--- config.mk ---
export PLATFORM = sky130hd
export DESIGN_NAME = arp_request_parse
export DESIGN_NICKNAME = d
export VERILOG_FILES = /design/src/rtl/arp_pkg.sv /design/src/rtl/arp_field_match.sv /design/src/rtl/arp_request_parse.sv
export SDC_FILE = /design/constraint.sdc
export NUM_CORES = 1
export LEC_CHECK = 0
export CAP_MARGIN = 25
export CORE_UTILIZATION = 35
export DETAILED_ROUTE_END_ITERATION = 12
export SLEW_MARGIN = 40
export SYNTH_ARGS = -nofsm -noshare
export SYNTH_HDL_FRONTEND = slang
export SYNTH_SLANG_ARGS = --single-unit
--- constraint.sdc ---
create_clock -name clk -period 6.7 [get_ports clk]
set_input_delay 0.67 -clock clk [delete_from_list [all_inputs] [get_ports clk]]
set_output_delay 0.67 -clock clk [all_outputs]
set_load 0.02 [all_outputs]
--- src/rtl/arp_pkg.sv ---
// Shared ARP constants, field offsets and parser state encoding.
// The reply encoder imports the same package, so both ends agree on framing.
package arp_pkg;

  localparam logic [15:0] ARP_HW_TYPE    = 16'h0001;
  localparam logic [15:0] ARP_PROT_TYPE  = 16'h0800;
  localparam logic [7:0]  ARP_HW_LEN     = 8'h06;
  localparam logic [7:0]  ARP_PROT_LEN   = 8'h04;
  localparam logic [15:0] ARP_OP_REQUEST = 16'h0001;
  localparam logic [15:0] ARP_OP_REPLY   = 16'h0002;
  localparam int          ARP_LEN        = 28;

  localparam logic [4:0] OFF_HTYPE = 5'd0;
  localparam logic [4:0] OFF_PTYPE = 5'd2;
  localparam logic [4:0] OFF_HLEN  = 5'd4;
  localparam logic [4:0] OFF_PLEN  = 5'd5;
  localparam logic [4:0] OFF_OPER  = 5'd6;
  localparam logic [4:0] OFF_SHA   = 5'd8;
  localparam logic [4:0] OFF_SPA   = 5'd14;
  localparam logic [4:0] OFF_THA   = 5'd18;
  localparam logic [4:0] OFF_TPA   = 5'd24;
  localparam logic [4:0] ARP_LAST  = 5'(ARP_LEN - 1);

  typedef logic [1:0] arp_state_t;

  localparam arp_state_t ST_IDLE  = 2'd0;
  localparam arp_state_t ST_PARSE = 2'd1;
  localparam arp_state_t ST_PAD   = 2'd2;
  localparam arp_state_t ST_HOLD  = 2'd3;

  function automatic logic [15:0] sat_inc16(input logic [15:0] v);
    return (v == 16'hFFFF) ? v : v + 16'd1;
  endfunction

endpackage

--- src/rtl/arp_field_match.sv ---
// Combinational expected-byte check for the fixed fields of an ARP request.
// Bytes outside the checked fields (addresses, THA) always report a match.
module arp_field_match
  import arp_pkg::*;
#(
  parameter logic [31:0] IP_ADDR = 32'h0
) (
  input  logic [4:0] idx,
  input  logic [7:0] din,
  output logic       match
);

  always_comb begin
    match = 1'b1;
    case (idx)
      OFF_HTYPE:         match = (din == ARP_HW_TYPE[15:8]);
      OFF_HTYPE + 5'd1:  match = (din == ARP_HW_TYPE[7:0]);
      OFF_PTYPE:         match = (din == ARP_PROT_TYPE[15:8]);
      OFF_PTYPE + 5'd1:  match = (din == ARP_PROT_TYPE[7:0]);
      OFF_HLEN:          match = (din == ARP_HW_LEN);
      OFF_PLEN:          match = (din == ARP_PROT_LEN);
      OFF_OPER:          match = (din == ARP_OP_REQUEST[15:8]);
      OFF_OPER + 5'd1:   match = (din == ARP_OP_REQUEST[7:0]);
      OFF_TPA:           match = (din == IP_ADDR[31:24]);
      OFF_TPA + 5'd1:    match = (din == IP_ADDR[23:16]);
      OFF_TPA + 5'd2:    match = (din == IP_ADDR[15:8]);
      OFF_TPA + 5'd3:    match = (din == IP_ADDR[7:0]);
      default:           match = 1'b1;
    endcase
  end

endmodule

--- src/rtl/arp_request_parse.sv ---
// ARP request parser: validates a request for our IP, latches requester MAC/IP
// and holds a reply request until the tx path takes it.
//
// state | meaning
// IDLE  | waiting for start of an ARP payload
// PARSE | consuming header bytes 0..27
// PAD   | ignoring Ethernet pad, waiting for frame_end verdict
// HOLD  | reply pending, tha/tpa stable until reply_ready
module arp_request_parse
  import arp_pkg::*;
#(
  parameter logic [47:0] MAC_ADDR = 48'h0,
  parameter logic [31:0] IP_ADDR  = 32'h0
) (
  input  logic        clk,
  input  logic        rst,
  input  logic [7:0]  din,
  input  logic        din_valid,
  input  logic        din_sof,
  input  logic        frame_end,
  input  logic        frame_good,
  input  logic        reply_ready,
  output logic        reply_valid,
  output logic [47:0] tha,
  output logic [31:0] tpa,
  output logic [15:0] drop_cnt
);

  arp_state_t  state_q, state_d;
  logic [4:0]  idx_q, idx_d;
  logic        bad_q, bad_d;
  logic [47:0] sha_q, sha_d;
  logic [31:0] spa_q, spa_d;
  logic [47:0] tha_q, tha_d;
  logic [31:0] tpa_q, tpa_d;
  logic        reply_valid_q, reply_valid_d;
  logic [15:0] drop_cnt_q, drop_cnt_d;

  logic        sof_byte;
  logic        take_byte;
  logic [4:0]  byte_idx;
  logic        byte_ok;

  assign sof_byte = din_valid && din_sof;
  assign byte_idx = sof_byte ? 5'd0 : idx_q;

  arp_field_match #(.IP_ADDR(IP_ADDR)) u_field_match (
    .idx   (byte_idx),
    .din   (din),
    .match (byte_ok)
  );

  always_comb begin
    state_d       = state_q;
    idx_d         = idx_q;
    bad_d         = bad_q;
    sha_d         = sha_q;
    spa_d         = spa_q;
    tha_d         = tha_q;
    tpa_d         = tpa_q;
    reply_valid_d = reply_valid_q;
    drop_cnt_d    = drop_cnt_q;
    take_byte     = 1'b0;

    case (state_q)
      ST_IDLE:  take_byte = sof_byte;
      ST_PARSE: begin
        if (sof_byte) drop_cnt_d = sat_inc16(drop_cnt_d);
        take_byte = din_valid;
      end
      ST_PAD: begin
        if (sof_byte) drop_cnt_d = sat_inc16(drop_cnt_d);
        take_byte = sof_byte;
      end
      ST_HOLD: begin
        if (reply_ready) begin
          reply_valid_d = 1'b0;
          state_d       = ST_IDLE;
          take_byte     = sof_byte;
        end
      end
      default: state_d = ST_IDLE;
    endcase

    // Byte is folded in first so a coincident frame_end sees its effect.
    if (take_byte) begin
      bad_d = (sof_byte ? 1'b0 : bad_q) | ~byte_ok;
      if (byte_idx >= OFF_SHA && byte_idx < OFF_SPA) sha_d = {sha_q[39:0], din};
      if (byte_idx >= OFF_SPA && byte_idx < OFF_THA) spa_d = {spa_q[23:0], din};
      if (byte_idx == ARP_LAST) begin
        state_d = ST_PAD;
        idx_d   = byte_idx;
      end else begin
        state_d = ST_PARSE;
        idx_d   = byte_idx + 5'd1;
      end
    end

    if (frame_end) begin
      if (state_q == ST_HOLD) begin
        drop_cnt_d = sat_inc16(drop_cnt_d);
      end else if (state_d == ST_PARSE) begin
        drop_cnt_d = sat_inc16(drop_cnt_d);
        state_d    = ST_IDLE;
      end else if (state_d == ST_PAD) begin
        if (frame_good && !bad_d && sha_d != MAC_ADDR) begin
          tha_d         = sha_d;
          tpa_d         = spa_d;
          reply_valid_d = 1'b1;
          state_d       = ST_HOLD;
        end else begin
          drop_cnt_d = sat_inc16(drop_cnt_d);
          state_d    = ST_IDLE;
        end
      end
    end
  end

  always_ff @(posedge clk) begin
    if (rst) begin
      state_q       <= ST_IDLE;
      idx_q         <= 5'd0;
      bad_q         <= 1'b0;
      sha_q         <= 48'h0;
      spa_q         <= 32'h0;
      tha_q         <= 48'h0;
      tpa_q         <= 32'h0;
      reply_valid_q <= 1'b0;
      drop_cnt_q    <= 16'h0;
    end else begin
      state_q       <= state_d;
      idx_q         <= idx_d;
      bad_q         <= bad_d;
      sha_q         <= sha_d;
      spa_q         <= spa_d;
      tha_q         <= tha_d;
      tpa_q         <= tpa_d;
      reply_valid_q <= reply_valid_d;
      drop_cnt_q    <= drop_cnt_d;
    end
  end

  assign reply_valid = reply_valid_q;
  assign tha         = tha_q;
  assign tpa         = tpa_q;
  assign drop_cnt    = drop_cnt_q;

endmodule

# Yosys cells after proc, flatten, opt, wreduce, memory -nomap -nowiden
# Index checks and enable logic that the tools add are counted.
# Widths: inputs -> output; s select.
totals:
  ff_bits: 185
  latch_bits: 0
  ramBits: 0
  romBits: 0
  out_inout_bits: 97
  wordCells: 93
  memories: 0
op_classes:
  add_sub_neg: 3
  n_mul: 0
  div: 0
  order_cmp: 4
  eq_ne: 22
  n_shift: 0
  n_mux: 36
  bitwise_logic: 4
  reduce_logical: 15
ops:
  columns: ["op", "n"]
  rows:
  - ["$mux 16", 9]
  - ["$mux 48", 2]
  - ["$mux 32", 2]
  - ["$reduce_bool 48->1", 1]
  - ["$add 16x1->16 const B", 2]
  - ["$eq 16x16->1 const B", 2]
  - ["$eq 5x3->1 const B", 4]
  - ["$eq 5x5->1 const B", 4]
  - ["$mux 2", 9]
  - ["$eq 8x3->1 const B", 2]
  - ["$eq 5x2->1 const B", 2]
  - ["$ge 5x4->1 const B", 2]
  - ["$mux 1", 10]
  - ["$mux 5", 2]
  - ["$eq 8x1->1 const B", 1]
  - ["$eq 8x4->1 const B", 1]
  - ["$logic_not 8->1", 1]
  - ["$reduce_or 7->1", 1]
  - ["$eq 2x2->1 const B", 3]
  - ["$reduce_or 2->1", 3]
  - ["$add 5x1->5 const B", 1]
  - ["$eq 5x1->1 const B", 1]
  - ["$logic_and 1x1->1", 5]
  - ["$logic_not 5->1", 1]
  - ["10 further kinds", 13]

# Depth between registers and ports, before layout
# Gate-level depths: netlist of the first run.
depth:
  word_depth: 16
  mapped_depth: 12
  ltp_nobuf: 10

# Hierarchy
# A second synthesis of the first run with hierarchy kept.
unflattened:
  cells_unflattened: 930
  hier_area_um2: 8040.2
modules_own_cells:
  columns: ["mod", "instances", "cells_per_inst", "area_each_um2"]
  rows:
  - ["arp_request_parse", 1, 906, 7896.3]
  - ["arp_field_match", 1, 24, 143.9]

# Worst setup path before layout of the first run
# OpenSTA, ideal clock, no wires.
synth_path:
  path_kind: "in2reg"
  start: "in din_sof"
  end: "reg drop_cnt_q[2] (netlist: drop_cnt[2])"
  t_arrival_ns: 2.916
  setup_slack_ns: 3.653
  stages: 10
  cell_sequence: "buf_2 nand3_1 a21oi_1 mux2_2 ha_1 and3b_1 nand3_1 clkbuf_1 nand4_1 nor3b_1"
synth_between:
  elab_chain_len: 16
  word_cells_on_any_way: 46
  classes_between: "add/sub: 1; order compare: 2; eq/ne: 14; mux: 18; bitwise: 2; reduce/logical: 9"
synth_rtl:
  columns: ["item", "line_no", "rtl"]
  rows:
  - ["start: declaration", "arp_request_parse.sv:19", "input logic din_sof,"]
  - ["$logic_and 1x1->1 *", "arp_request_parse.sv:44", "assign sof_byte = din_valid && din_sof;"]
  - ["parallel branches: the longest is 14 deep, another holds $ge 5x4->1", null, null]
  - ["$mux 16 *", "arp_request_parse.sv:99", "if (frame_end) begin"]
  - ["end signal: assignment", "arp_request_parse.sv:139", "drop_cnt_q <= drop_cnt_d;"]
  - ["end: declaration", "arp_request_parse.sv:37", "logic [15:0] drop_cnt_q, drop_cnt_d;"]
# Mark *: on every way between the ends.
# A chain may end at the register's enable or synchronous reset.

# Worst setup path after layout of the first run
layout_path:
  start: "in din_sof"
  end: "reg drop_cnt_q[11] (netlist: drop_cnt[11])"
# The elaborated chain is that of the path after synthesis.

==> summary.txt, run 1 <==
Yosys
  – Area share of the leading cell type in the synthesized netlist: between 40 and 50%
  – Synthesized cell area: around 7900 um^2
  – Synth area leader: dfxtp_1
  – YS warnings: 0
  – Primary FF master, synth: dfxtp_1
  – Asr flop ratio synth: 0%
  – Post-Syn Nets: 879
  – Register area share after synthesis: between 40 and 50%
  – Post-Syn Instances: ~860
  – EDFF count, synth: 0
  – Synthesis-stage register bit count: approximately 190
  – Avg Cell Area, Syn: 9.18 um^2
  – Distinct cell type count after synthesis: between 60 and 70
  – Largest cells by area after synthesis: dfxtp_1 (47%), mux2i_1 (11%), nor2_1 (8.8%), a211oi_1 (8.2%), clkbuf_1 (1.8%)

Worst setup path
  – Critical-path top delay cell: buf_4
  – CP required: 7.02 ns
  – Critical path peak fanout: 48
  – CP arrival: 4.42 ns
  – CP max stage delay: around 0.65 ns
  – CP most frequent cell: a41o_1
  – Setup CP Type: in -> reg
  – Setup crit end kind: flop
  – Crit-path cells: clkdlybuf4s50_1 -> nand3b_1 -> nor3_2 -> buf_4 -> nand3_1 -> a211o_1 -> a41o_1 -> a21oi_2 -> a311oi_1 -> a41o_1
  – Startpoint types: input port

Placement
  – # port buffers: about 110
  – Placer Congestion: about 0.83
  – Final HPWL DP: between 10 and 15 mm
  – Placed cell area: roughly 9000 um^2

Timing
  – Slew Limit Fails: 0
  – Total negative slack: 0 ns
  – Clock skew: between 0.015 and 0.02 ns
  – Minimum clock period: about 4.1 ns
  – Worst Max-Slew Pin Slew: 0.802 ns
  – Worst hold slack: 0.494 ns
  – RSZ-0062 raised after global routing: false
  – Final Hold Fails: 0
  – Fmax: 0.244 GHz
  – Final setup vio count: 0
  – Slew headroom: 46.5%
  – Final Cycle Share: between 60% and 70%

Clock tree
  – CTS clk-pin slew, worst paths: roughly 0.07 ns
  – Hold-fix buffers, CTS: 0
  – H-Tree Depth: 4
  – PostCTS Resize Cnt: 0
  – Root Buffer: clkbuf_16
  – Clk_lat worst skew: 0.43 ns
  – CTS Buffer Depth: 2
  – Post-CTS setup buffers: 0
  – Clk sink count: around 190
  – CTS buffer count: 17
  – TritonCTS clock tree: yes

Power
  – Net Sw Frac: 24.2%
  – Leakage dissipation: between 3 and 4 nW
  – P per Cell Area: between 200 and 250 nW/um^2
  – Internal: roughly 1.7 mW
  – Clock Power Share: between 40% and 50%
  – Comb pwr share: about 4%
  – Peak supply drop: roughly 0.00018 V
  – P_sw: approximately 0.55 mW
  – Flop pwr share: between 40% and 50%

Drt
  – First drt pass iteration count: 9
  – Uppermost layer routed: met4
  – Vias/cell: 5.27
  – Iter 0 DRT Violations: ~460
  – Remaining DRCs: 10
  – Routed WL: a little over 20 mm
  – Metal3 WL: about 1.1 mm
  – Met2 WL: roughly 8.6 mm
  – Final antenna-violating net count: 0
  – Vias: approximately 6500
  – Drt wl/cell: around 16 um
  – Wire length on met1: around 10 mm

Cells and area
  – Synthesis-to-finish area growth: 24.1%
  – Number of diodes: 0
  – Final Net Count: approximately 960
  – Fin area: 9770 um^2
  – Share of post-route cells with drive strength above 1: approximately 5.9%
  – Layout fillers: 2113

Die
  – Die Height: between 150 and 200 um
  – Die ar.: about 23000 um^2
  – Number of I/O pins: about 110
  – Placeable Area: roughly 22000 um^2
  – Die X: about 150 um
  – Initial Util: between 30% and 40%
  – Rows: 54

Run
  – MaxCap Viol Count: 0

Global route
  – Initial antenna violation count: 0
  – Number of global-route vias before repair: between 5000 and 6000
  – Total gr overflow: 0
  – First-pass GRT wire length: around 32 mm
  – All-layer global routing usage: approximately 18%
  – Largest net degree at the start of global routing: 110

Run status
  – Status: finished with violations
  – Failing checks: design-rule violations

Worst hold path
  – Min-delay worst type: reg -> reg
## cell usage in the layout, fill, tap and decap left out, types with 6 or more instances in the layout
| cell type | netlist | final |
|---|---|---|
| a211oi_1 | 86 | 86 |
| a21oi_1 | 19 | 19 |
| a31oi_1 | 7 | 7 |
| and2_1 | 7 | 7 |
| and3_1 | 8 | 8 |
| buf_4 | 0 | 6 |
| clkbuf_16 | 0 | 17 |
| clkdlybuf4s50_1 | 0 | 110 |
| dfxtp_1 | 185 | 185 |
| ha_1 | 6 | 6 |
| inv_1 | 7 | 7 |
| mux2i_1 | 83 | 83 |
| nand2_1 | 29 | 29 |
| nand2b_1 | 7 | 7 |
| nand3_1 | 16 | 16 |
| nand4_1 | 9 | 9 |
| nor2_1 | 184 | 183 |
| nor2b_1 | 8 | 8 |
| nor3_1 | 16 | 15 |
| nor4_1 | 20 | 20 |
| o21ai_0 | 8 | 8 |
| xor2_1 | 8 | 8 |
## sequential cells by signal (all words and copies together) (netlist names), 2 cells and up
signal	flops
sha_q	48
spa_q	32
idx_q	5
drop_cnt	16
tpa	32
tha	48
state_q	2
## kinds of logic after synthesis
| kind of cell | synth area share (%) |
|---|---|
| DFF | 47.0 |
| xor gates and xnor gates | 1.33 |
| AOI/OAI and AO/OA | 15.2 |
| buffers and inverters | 3.49 |
| muxes | 11.0 |
| and+or+nand+nor | 21.0 |
| adders and majority gates | 0.953 |
## worst max-delay path: cells and delay by family
kind | cells | cell delay [ns]
buffers and inverters | 2 | 1.20
AND/OR/NAND/NOR | 3 | 0.82
AO/OA/AOI/OAI | 5 | 1.71
## cells in the mapped netlist, drive strengths merged (3+ instances only)
library cell and number:
xnor2 4, nand3b 3, nor3 16, a31oi 7, and3 8, nor2 184
a311oi 5, nor2b 8, dfxtp 185, xor2 8, nand4 9, and2 7
nand3 16, or3 3, clkbuf 38, and4 5, a21oi 20, nand2 29
nor4 24, nand2b 7, inv 7, nor3b 4, o21ai 8, mux2i 84
or4 6, a41o 3, o21a 5, a211o 3, a211oi 87, ha 6
buf 22
## path summary, 6_finish.rpt
| kind | from | to | slack (ns) | cells past startpoint |
|---|---|---|---|---|
| min reg2reg | spa_q[31] | spa_q[31] | 0.49 | 2 |
| max | din_sof | drop_cnt[11] | 2.60 | 10 |
| min | spa_q[31] | spa_q[31] | 0.49 | 2 |
| max reg2reg | drop_cnt[0] | drop_cnt[3] | 2.64 | 9 |
## layer usage
metal	up-vias	track usage, %
li1	3282	-
met5	-	0
met4	0	5.69
met3	9	4.56
met2	159	25.8
met1	3016	24.9
## power by group through the flow
stage	combinational [mW]	clock [mW]	sequential [mW]
floorplan	0.0607	0	1.13
global placement	0.0894	0	1.14
detailed placement	0.0887	0	1.14
CTS	0.0894	1.08	1.11
global route	0.0991	1.12	1.11
finish	0.0897	1.05	1.11
## area by class of cell
type	instances	area (um^2)	area share, %
clock buffer	17	425	4.35
sequential	185	3700	37.9
inverter	7	26.3	0.269
multi-input combinational	606	3910	40.0
clock inverter	15	200	2.05
tap	280	350	3.58
timing repair buffer	117	1160	11.8
## per-stage QoR
step	setup WS (ns)	util (%)	total power, mW	instances
finish	2.60	44.5	2.25	1227
global route	2.33	44.5	2.33	1227
detailed placement	2.20	41.7	1.23	1195
global placement	2.31	41.6	1.23	1195
CTS	2.65	44.5	2.28	1227
floorplan	3.65	-	1.19	858
(Power assumes the default switching activity.)
==> run 2: changes to the inputs <==
==> constraint.sdc (replaced) <==
create_clock -name clk -period 4.2 [get_ports clk]
set_input_delay 0.42 -clock clk [delete_from_list [all_inputs] [get_ports clk]]
set_output_delay 0.42 -clock clk [all_outputs]
set_load 0.02 [all_outputs]
==> summary.txt, run 2 (same netlist as run 1, synthesis figures left out) <==
Run status
  – Status: finished with violations
  – Failing checks: design-rule violations

Global route
  – Total gr overflow: 0 (unchanged)
  – First-pass GRT wire length: 32.5 mm (+0.17%)
  – Number of global-route vias before repair: 5940 (+1.7%)
  – Initial antenna violation count: 0 (unchanged)
  – All-layer global routing usage: 17.6% (+0.035 points)
  – Largest net degree at the start of global routing: 94 (-15%)

Worst setup path
  – Setup crit end kind: flop
  – CP required: 4.58 ns (-2.44 ns)
  – CP arrival: 3.79 ns (-0.63 ns)
  – Critical path peak fanout: 16 (-67%)
  – Worst Setup EP: drop_cnt[7]
  – RR Startpoint: state_q[0]
  – Worst Reg-to-Reg Cells: 11 (+2)
  – FF-to-FF End: drop_cnt[7]
  – Startpoint types: flop
  – R2r setup slk: 0.79 ns (-1.85 ns)
  – Setup CP Type: reg -> reg
  – Worst Setup SP: state_q[0]

Worst hold path
  – Min-delay worst type: reg -> reg
  – Hold path depth: 2 (unchanged)

Timing
  – Worst hold slack: 0.498 ns (+0.00418 ns)
  – Final Cycle Share: around four fifths
  – Slew headroom: 47.3% (+0.76 points)
  – Worst Max-Slew Pin Slew: 0.791 ns (-0.0114 ns)
  – Clock skew: 0.0173 ns (-0.00119 ns)
  – Minimum clock period: around 3.4 ns
  – Slew Limit Fails: 0 (unchanged)
  – Final Hold Fails: 0 (unchanged)
  – RSZ-0062 raised after global routing: false
  – Fmax: 0.293 GHz
  – Total negative slack: 0 ns (unchanged)
  – Final setup vio count: 0 (unchanged)

Clock tree
  – CTS clk-pin slew, worst paths: 0.07 ns (about the same)
  – CTS buffer count: 17 (unchanged)
  – PostCTS Resize Cnt: 0 (unchanged)
  – Root Buffer: clkbuf_16
  – Post-CTS setup buffers: 0 (unchanged)
  – Clk sink count: 185 (unchanged)
  – H-Tree Depth: 4 (unchanged)
  – Hold-fix buffers, CTS: 0 (unchanged)
  – CTS Buffer Depth: 2 (unchanged)
  – Clk_lat worst skew: 0.44 ns (about the same)
  – TritonCTS clock tree: yes

Cells and area
  – Layout Utilization: 45.0% (+0.47 points)
  – Share of post-route cells with drive strength above 1: 6.60% (+0.68 points)
  – Commonest non-fill, non-tap cell in the layout: dfxtp_1
  – Number of diodes: 0 (unchanged)
  – Layout fillers: 2100 (-0.62%)
  – Synthesis-to-finish area growth: 25.4%
  – Most frequent cells in the layout: dfxtp_1 (185), nor2_1 (183), clkdlybuf4s50_1 (110), a211oi_1 (86), mux2i_1 (83)
  – Final Net Count: 963 (+0.84%)

Die
  – Rows: 54 (unchanged)
  – Die Height: 152 um (unchanged)
  – Die X: 152 um (unchanged)
  – Initial Util: 35.9% (unchanged)
  – Number of I/O pins: 112 (unchanged)
  – Placeable Area: 22000 um^2 (unchanged)
  – Die ar.: 23100 um^2 (unchanged)

Drt
  – Vias/cell: 5.20 (-1.4%)
  – Remaining DRCs: 10 (unchanged)
  – Iter 0 DRT Violations: 435 (-5.8%)
  – Drt wl/cell: 16.2 um (-1.0%)
  – Routed WL: 20.1 mm (-0.39%)
  – First drt pass iteration count: 8 (-1)
  – Final antenna-violating net count: 0 (unchanged)
  – Vias: 6417 (-0.76%)

Placement
  – Placer Congestion: 0.834 (about the same)
  – # port buffers: 111 (unchanged)
  – Final HPWL DP: 13.9 mm (-0.21%)

Power
  – Flop pwr share: 48.4% (-0.9 points)
  – Internal: 2.85 mW (+67%)
  – Leakage dissipation: 3.18 nW (+1.6%)
  – Peak supply drop: 0.000283 V (+55%)
  – Comb pwr share: 4.1% (about the same)
  – Clock Power Share: 47.5% (+0.8 points)
  – Net Sw Frac: 22.1% (-2.1 points)
  – P_sw: 0.809 mW (+48%)
  – P per Cell Area: 371 nW/um^2 (+61%)

Run
  – MaxCap Viol Count: 0 (unchanged)
run 2: cell types whose count changed in the layout (fill, tap and decap cells not counted), moves of 2 or more:
| cell | change |
|---|---|
| buf_4 | +7 |
| inv_8 | -4 |
| clkinv_4 | +3 |
| inv_6 | -3 |
| buf_12 | +2 |
| bufinv_16 | +2 |
| clkbuf_8 | +2 |
| clkinv_8 | -2 |
run 2: worst min path at each step:
stage / endpoint / start / slack (ns)
after floorplan: spa_q[24] / spa_q[24] / 0.46
after global placement: spa_q[24] / spa_q[24] / 0.48
after detailed placement: spa_q[30] / spa_q[30] / 0.49
after CTS: tha[45] / tha[45] / 0.50
after global routing: spa_q[26] / spa_q[26] / 0.52
final: tha[38] / tha[38] / 0.50
run 2: per-stage QoR:
step           cells  total power, mW  setup slack, ns  area [um^2]
2_1_floorplan    858             1.91             1.24         7880
3_3_place_gp    1203             1.96            0.611         9230
3_5_place_dp    1203             1.96            0.529         9230
4_1_cts         1235             3.70            0.857         9880
5_1_grt         1235             3.78            0.441         9880
6_report        1235             3.66            0.790         9880
run 2: power groups by stage:
stage	Combinational (mW)	Sequential (mW)	Clock (mW)
2_1_floorplan	0.0968	1.81	0
5_1_grt	0.167	1.77	1.85
3_3_place_gp	0.152	1.81	0
3_5_place_dp	0.151	1.81	0
6_report	0.152	1.77	1.74
4_1_cts	0.152	1.77	1.78
run 2: worst max-delay path, cell delays in order (launching register included):
cell and delay (ns):
dfxtp_1 0.44, inv_1 0.12, ha_1 0.31, nand3_1 0.30, nor4_2 0.37, nand3_1 0.18
mux2i_2 0.23, nor4_1 0.61, nand3_1 0.17, buf_4 0.23, a311oi_1 0.28, a41o_1 0.12
run 2: per-layer routing:
| metal | global-route usage [%] | vias up | share of wire [%] |
|---|---|---|---|
| met1 | 25.2 | 2956 | 51 |
| met3 | 3.79 | 20 | 4.7 |
| li1 | - | 3293 | - |
| met4 | 5.88 | 0 | 1.3 |
| met5 | 0 | - | 0 |
| met2 | 26.2 | 148 | 43 |
run 2: cell type report:
type                       instances  area (um^2)  share of cell area, %
sequential                       185         3700                   37.5
clock inverter                    12          190                   1.93
inverter                           7         26.3                  0.266
multi-input combinational        606         3910                   39.6
tap                              280          350                   3.55
clock buffer                      20          457                   4.62
timing repair buffer             125         1240                   12.5
